File: src/rtl/sound_vol_env.sv
// ---------------------------------------------------------------------------
// sound_vol_env
// Volume envelope generator for the square and noise sound channels.
// Produces the 4-bit target volume that the channel mix stage gates with
// enable/modulate. The volume steps up or down on the 64 Hz envelope tick at
// the period latched from NRx2 when the channel is triggered.
//
// Optional feature macro: SOUND_ENV_ZOMBIE_EN
//   When defined, adds the nrx2_wr port. An NRx2 write while the channel is
//   running modifies the volume immediately ("zombie mode") and relatches the
//   direction and period.
//
// Ports:
//   clk                  in   system clock, rising edge
//   rst_n                in   synchronous active-low reset
//   clk_vol_env          in   one-cycle envelope tick (64 Hz)
//   start                in   one-cycle channel trigger
//   initial_volume[3:0]  in   NRx2[7:4]
//   envelope_increasing  in   NRx2[3], 1 = up
//   num_envelope_sweeps  in   NRx2[2:0], sweep period, 0 = envelope off
//   nrx2_wr              in   NRx2 write strobe (SOUND_ENV_ZOMBIE_EN only)
//   target_vol[3:0]      out  current envelope volume (registered)
//   env_active           out  envelope still stepping (registered)
// ---------------------------------------------------------------------------
module sound_vol_env #(
    parameter int VOL_W = 4,
    parameter int PER_W = 3
) (
    input  logic               clk,
    input  logic               rst_n,
    input  logic               clk_vol_env,
    input  logic               start,
    input  logic [VOL_W-1:0]   initial_volume,
    input  logic               envelope_increasing,
    input  logic [PER_W-1:0]   num_envelope_sweeps,
`ifdef SOUND_ENV_ZOMBIE_EN
    input  logic               nrx2_wr,
`endif
    output logic [VOL_W-1:0]   target_vol,
    output logic               env_active
);

    localparam logic [VOL_W-1:0] VOL_MAX = {VOL_W{1'b1}};
    localparam logic [VOL_W-1:0] VOL_MIN = {VOL_W{1'b0}};

    logic [VOL_W-1:0] r_vol;
    logic             r_act;
    logic [PER_W-1:0] r_timer;
    logic             r_dir;
    logic [PER_W-1:0] r_per;

    logic [VOL_W-1:0] w_vol_n;
    logic             w_act_n;
    logic [PER_W-1:0] w_timer_n;
    logic             w_dir_n;
    logic [PER_W-1:0] w_per_n;

`ifdef SOUND_ENV_ZOMBIE_EN
    // Volume after an NRx2 write to a running channel, modulo 16: a stopped
    // envelope with zero period gains 1, a decreasing one gains 2, and a
    // direction flip mirrors the result (16 - v).
    function automatic logic [VOL_W-1:0] zombie_vol(
        input logic [VOL_W-1:0] v_in,
        input logic [PER_W-1:0] per,
        input logic             act,
        input logic             dir,
        input logic             new_dir
    );
        logic [VOL_W-1:0] v;
        v = v_in;
        if ((per == {PER_W{1'b0}}) && !act) begin
            v = v + {{(VOL_W-1){1'b0}}, 1'b1};
        end else if (!dir) begin
            v = v + {{(VOL_W-2){1'b0}}, 2'b10};
        end else begin
            v = v;
        end
        if (new_dir != dir) begin
            v = VOL_MIN - v;
        end else begin
            v = v;
        end
        return v;
    endfunction
`endif

    // Next-state logic: start > NRx2 write (optional) > tick.
    always_comb begin
        w_vol_n   = r_vol;
        w_act_n   = r_act;
        w_timer_n = r_timer;
        w_dir_n   = r_dir;
        w_per_n   = r_per;
        if (start) begin
            w_vol_n   = initial_volume;
            w_dir_n   = envelope_increasing;
            w_per_n   = num_envelope_sweeps;
            w_timer_n = num_envelope_sweeps;
            w_act_n   = (num_envelope_sweeps != {PER_W{1'b0}});
`ifdef SOUND_ENV_ZOMBIE_EN
        end else if (nrx2_wr) begin
            w_vol_n = zombie_vol(r_vol, r_per, r_act, r_dir, envelope_increasing);
            w_dir_n = envelope_increasing;
            w_per_n = num_envelope_sweeps;
`endif
        end else if (clk_vol_env && r_act) begin
            if (r_timer > {{(PER_W-1){1'b0}}, 1'b1}) begin
                w_timer_n = r_timer - {{(PER_W-1){1'b0}}, 1'b1};
            end else begin
                w_timer_n = r_per;
                if (r_dir) begin
                    if (r_vol != VOL_MAX) begin
                        w_vol_n = r_vol + {{(VOL_W-1){1'b0}}, 1'b1};
                        // Stop at the same edge the step lands on the ceiling.
                        w_act_n = (r_vol != (VOL_MAX - {{(VOL_W-1){1'b0}}, 1'b1}));
                    end else begin
                        w_act_n = 1'b0;
                    end
                end else begin
                    if (r_vol != VOL_MIN) begin
                        w_vol_n = r_vol - {{(VOL_W-1){1'b0}}, 1'b1};
                        // Stop at the same edge the step lands on the floor.
                        w_act_n = (r_vol != {{(VOL_W-1){1'b0}}, 1'b1});
                    end else begin
                        w_act_n = 1'b0;
                    end
                end
            end
        end else begin
            w_vol_n = r_vol;
        end
    end

    // State registers with synchronous active-low reset.
    always_ff @(posedge clk) begin
        if (!rst_n) begin
            r_vol   <= {VOL_W{1'b0}};
            r_act   <= 1'b0;
            r_timer <= {PER_W{1'b0}};
            r_dir   <= 1'b0;
            r_per   <= {PER_W{1'b0}};
        end else begin
            r_vol   <= w_vol_n;
            r_act   <= w_act_n;
            r_timer <= w_timer_n;
            r_dir   <= w_dir_n;
            r_per   <= w_per_n;
        end
    end

    assign target_vol = r_vol;
    assign env_active = r_act;

endmodule

File: config.mk
export PLATFORM = sky130hd
export DESIGN_NAME = sound_vol_env
export DESIGN_NICKNAME = d
export VERILOG_FILES = /design/src/rtl/sound_vol_env.sv
export SDC_FILE = /design/constraint.sdc
export NUM_CORES = 1
export LEC_CHECK = 0
export ABC_AREA = 1
export CAP_MARGIN = 25
export CORE_MARGIN = 3
export CORE_UTILIZATION = 50
export DETAILED_ROUTE_END_ITERATION = 8
export PLACE_DENSITY = 0.78
export SLEW_MARGIN = 30
export SYNTH_ARGS = -nofsm -noshare
export SYNTH_HDL_FRONTEND = slang
export SYNTH_SLANG_ARGS = --single-unit
File: constraint.sdc
create_clock -name clk -period 1.3 [get_ports clk]
set_input_delay 0.325 -clock clk [delete_from_list [all_inputs] [get_ports clk]]
set_output_delay 0.325 -clock clk [all_outputs]
set_load 0.005 [all_outputs]
# Word level (Yosys, flattened, before mapping)
# Cells that the tools add are included.
[word_totals]
reg_bits = 12
out_inout_bits = 5
inputBits = 12
elab_cells = 36
[op_classes]
mux = 15
n_reduce_logical = 7
addsub = 3
n_eq_ne = 5
magnitude_cmp = 1
[op_table]
columns = ["cell", "n"]
rows = [
  ["2-to-1 mux 4 bit", 6],
  ["2-to-1 mux 3 bit", 3],
  ["inequality test 4 bit (second input constant)", 2],
  ["2-to-1 mux 1 bit", 6],
  ["nonzero test 3 bit", 2],
  ["adder 4 x 1 -> 4 bit (second input constant)", 1],
  ["inequality test 4 x 1 -> 1 bit (second input constant)", 1],
  ["AND reduction 4 bit", 1],
  ["nonzero test 4 bit", 1],
  ["subtractor 4 x 1 -> 4 bit (second input constant)", 1],
  ["> comparator 3 x 1 -> 1 bit (second input constant)", 1],
  ["inequality test 3 x 2 -> 1 bit (second input constant)", 1],
  ["subtractor 3 x 1 -> 3 bit (second input constant)", 1],
  ["inequality test 2 bit (second input constant)", 1],
  ["AND reduction 2 bit", 1],
  ["nonzero test 2 bit", 1],
  ["logical AND 1 bit", 1],
]

# Logic depth before layout (Yosys ltp)
[depth]
depth_word = 6
mapped_depth = 10
depth_no_buf = 10

# Worst setup path after synthesis
# No wires, ideal clock.
[synth_path]
path_kind = "reg-to-reg"
startpoint = "register r_vol[0] (netlist: target_vol[0])"
endpoint = "register r_vol[1] (netlist: target_vol[1])"
setup_ns = 0.113
stages_incl_launch_ff = 9
period_less_slack_ns = 1.264
t_arrival_ns = 1.151
path_slack_ns = 0.036
path_buffers = 0
t_required_ns = 1.187
path_cell_list = "dfxtp_1 inv_1 ha_1 nand2_1 nor2_2 nor2_4 nand2_4 nor2_1 nor2_1"
[synth_between]
elab_chain_cells = 6
word_cells_on_any_way = 13
cone_classes = "add/sub: 2; eq/ne: 2; mux: 6; reduce/logical: 3"
[synth_rtl]
columns = ["element", "line", "source"]
rows = [
  ["from (decl)", "46", "logic [VOL_W-1:0] r_vol;"],
  ["from (signal assigned)", "137", "r_vol <= {VOL_W{1'b0}};"],
  ["from (signal assigned)", "143", "r_vol <= w_vol_n;"],
  ["subtractor 4 x 1 -> 4 bit or adder 4 x 1 -> 4 bit (tied branches)", "121, 113", ""],
  ["2-to-1 mux 4 bit, on equally long branches", "120, 112", ""],
  ["2-to-1 mux 4 bit", "111", "if (r_dir) begin"],
  ["2-to-1 mux 4 bit", "107", "if (r_timer > {{(PER_W-1){1'b0}}, 1'b1}) begin"],
  ["2-to-1 mux 4 bit", "106", "end else if (clk_vol_env && r_act) begin"],
  ["2-to-1 mux 4 bit", "94", "if (start) begin"],
]
# Several ways; a longest one is shown, not always the timed one. The select of a mux whose other input is x is not followed.
# A chain may end at the register's enable or synchronous reset.

# Final worst setup path
[layout_path]
startpoint = "input port clk_vol_env"
endpoint = "register r_vol[3] (netlist: target_vol[3])"
[layout_between]
elab_chain_cells = 3
[layout_rtl]
columns = ["element", "line", "source"]
rows = [
  ["from (decl)", "31", "input logic clk_vol_env,"],
  ["logical AND 1 bit", "106", ""],
  ["nonzero test 2 bit (no source line)", "-", ""],
  ["AND reduction 4 bit (no source line)", "-", ""],
]
# Every way passes these cells.

==> flow_metrics.py <==
metrics = {
    "status": {
        "status": "complete, but fails checks",
        "violations": "setup timing",
    },
    "route": {
        "wl_per_cell_um": 16.3,
        "num_vias": 1117,
        "via_per_inst": 5.88,
        "drtPass1Iterations": 5,
        "ant_nets": 0,
        "routed_wl_mm": 3.10,
        "first_iter_violations": 37,
        "drc": 0,
    },
    "yosys": {
        "synthTopCellsByCount": "43 x nand2_1, 15 x inv_1, 15 x nand3_1, 12 x dfxtp_1, 12 x nor2_1",
        "synth_top_area_cell": "dfxtp_1",
        "synth-async-reset-ratio_pct": 0,
        "synth.yosys.seq_area_share_pct": 28.0,
        "syn_inst": 136,
        "ys_seq_elements": 12,
        "ys_top_cells_by_area": "dfxtp_1 28%, nand2_1 19%, ha_1 10%, nand3_1 8.8%, inv_1 6.6%",
        "synth_top_area_share_pct": 28.0,
        "syn_nets": 155,
        "yosys.cell_count.top_type": "nand2_1",
        "synth-edff-count": 0,
        "synth_ff_type": "dfxtp_1",
        "avgSynthCellArea_um2": 6.30,
        "synth_cell_types": 20,
        "syn_area_um2": 857,
        "ys_warn_count": 0,
    },
    "cells_and_area": {
        "postLayoutCoreUtil_pct": 83.6,
        "syn2layout_area_growth_pct": 52.1,
        "fill_cells": 103,
        "drive_above_1_share_pct": 32.8,
        "fin_cells": 190,
        "antenna-diode-count": 0,
        "fin_nets": 195,
    },
    "clock_tree": {
        "cts_tree": "done",
        "clk_latency_ps": 290,
        "cts-buffers-inserted": 3,
        "htree_levels": 1,
        "ctsHoldBuffers": 0,
        "clk_pin_slew_ps": 70,
        "cts.sinks": 12,
        "clock-root-buffer": "clkbuf_4",
        "ctsLongestPathBuffers": 2,
    },
    "worst_setup_path": {
        "cp-end-kind": "flip-flop",
        "required_ps": 1520,
        "crit_arrival_ps": 1520,
        "slowest_delay_ps": 460,
        "critPathKind": "input pin to flip-flop",
        "worstSetupStartpointType": "input pin",
        "critPathMaxFanout": 6,
        "cpMaxStageDelayCell": "clkdlybuf4s50_1",
        "path_cells": "clkdlybuf4s50_1, nand2_1, inv_1, nand3_2, nand2_2, nand2_4, nand2_2, nand2_2, nor2_1",
        "path_buf_inv": 2,
        "crit_top_cell": "nand2_2",
        "crit_family": "simple AND/OR/NAND/NOR gates",
    },
    "timing": {
        "setup_slack_ps": -2.27,
        "fmax_ghz": 0.768,
        "setup_viol": 1,
        "finClkSkew_ps": 8.27,
        "rsz0062_at_grt": "true",
        "finalCritPeriodShare_pct": 100,
        "fin_crit_ps": 1300,
        "timing.final.hold_violations": 0,
        "tightest_slew_ps": 224,
        "max_slew_margin_pct": 84.9,
        "final_max_slew_viol_count": 0,
        "fin_hold_ws_ps": 470,
    },
    "global_route": {
        "grt_usage_pct": 25.3,
        "grt.overflow.total": 0,
        "antenna_found_initial": 0,
        "grt_pass1_wl_mm": 3.83,
        "grt_pass1_vias": 923,
        "grt_max_degree": 9,
    },
    "floorplanning": {
        "io_pins": 17,
        "initial_core_util_pct": 55.0,
        "die_w_um": 47.4,
        "rows": 14,
        "dieArea_mm2": 0.00225,
        "die_height_um": 47.4,
        "core_area_mm2": 0.00156,
    },
    "placed_design": {
        "dp.cells": 183,
        "dp_hpwl_mm": 1.70,
        "portBuffers": 16,
        "pre_cts_ws_ps": -328,
        "gp_congestion": 0.829,
    },
    "run": {
        "drv_cap": 0,
    },
    "power_and_ir_drop": {
        "ir_drop_uv": 683,
        "p_leak_nw": 0.621,
        "power.density_mw_per_mm2": 911,
    },
    "worst_hold_path": {
        "hp-class": "flip-flop to flip-flop",
    },
}
## final cells by class
type | instances | area [um2] | share of cell area [%]
multi-input combinational | 105 | 616 | 47.2
timing repair buffer | 37 | 320 | 24.6
sequential | 12 | 254 | 19.5
inverter | 17 | 71.3 | 5.47
clock buffer | 3 | 22.5 | 1.73
tap | 16 | 20.0 | 1.54
## worst reg2reg max path: stages, from the launching register on
cell and delay [ps]:
dfxtp_2 360, inv_4 50, ha_4 160, inv_2 60, o21ai_2 60, nand3_2 80, nand2_2 110, nand2_4 130
nand2_1 70, a21oi_2 140
## state kept, by name (all words and copies together) (netlist names)
signal,cells
env_active,1
r_per,3
r_dir,1
r_timer,3
target_vol,4
## power by group
part           internal [W]  switching (W)  leakage [nW]
Combinational      0.000236       0.000274         0.505
Sequential         0.000403      0.0000330         0.102
Clock              0.000108       0.000134        0.0138
## worst paths after layout
path / startpoint / endpoint / slack, ps / cells after the start
worst min-delay path: r_per[1] / r_per[1] / 470 / 2
worst max register to register: r_timer[1] / target_vol[0] / 10 / 9
worst max-delay path: clk_vol_env / target_vol[3] / -2 / 9
worst min register to register: r_per[1] / r_per[1] / 470 / 2
## placed cells by master (no fill, tap or decap), types with 4 or more instances in the layout
| cell type | instances |
|---|---|
| nand2_2 | 6 |
| clkdlybuf4s50_1 | 10 |
| nor2_1 | 10 |
| dfxtp_2 | 5 |
| nand2_1 | 39 |
| dlygate4sd2_1 | 4 |
| nand3_1 | 13 |
| buf_4 | 20 |
| dfxtp_1 | 5 |
| nor2_4 | 4 |
| ha_1 | 4 |
| a21oi_1 | 9 |
| inv_1 | 11 |
## routing by layer
| metal | share of wire [%] | global-route usage [%] | up-vias |
|---|---|---|---|
| met1 | 39 | 29.1 | 530 |
| met4 | 4.3 | 13.3 | 0 |
| met2 | 50 | 42.8 | 60 |
| li1 | - | - | 508 |
| met3 | 7.1 | 6.13 | 19 |
| met5 | 0 | 0 | - |
## kinds of logic (layout without fill, tap and decap cells)
| group | after synthesis | count (layout) | synth area share (%) |
|---|---|---|---|
| buffers and inverters | 19 | 57 | 8.90 |
| adder cells (fa/ha/maj) | 7 | 7 | 10.2 |
| flip-flops | 12 | 12 | 28.0 |
| AO/OA/AOI/OAI | 19 | 19 | 11.5 |
| AND/OR/NAND/NOR | 79 | 79 | 41.3 |
## timing repair
item | in CTS | in global routing
setup buffers | 2 | 2
pin swaps | 5 | 12
setup endpoints to repair | 9 | 7
gates resized for setup | 20 | 27
## stage by stage
stage	cell area [um2]	power, W	setup TNS, ps
4_1_cts	1220	0.00110	0
5_1_grt	1300	0.00124	-270
6_report	1300	0.00119	-2.27
3_5_place_dp	1150	0.000828	-2560
3_3_place_gp	1150	0.000814	-1970
2_1_floorplan	857	0.000650	0
No activity file was read; power rests on OpenSTA's default activity.
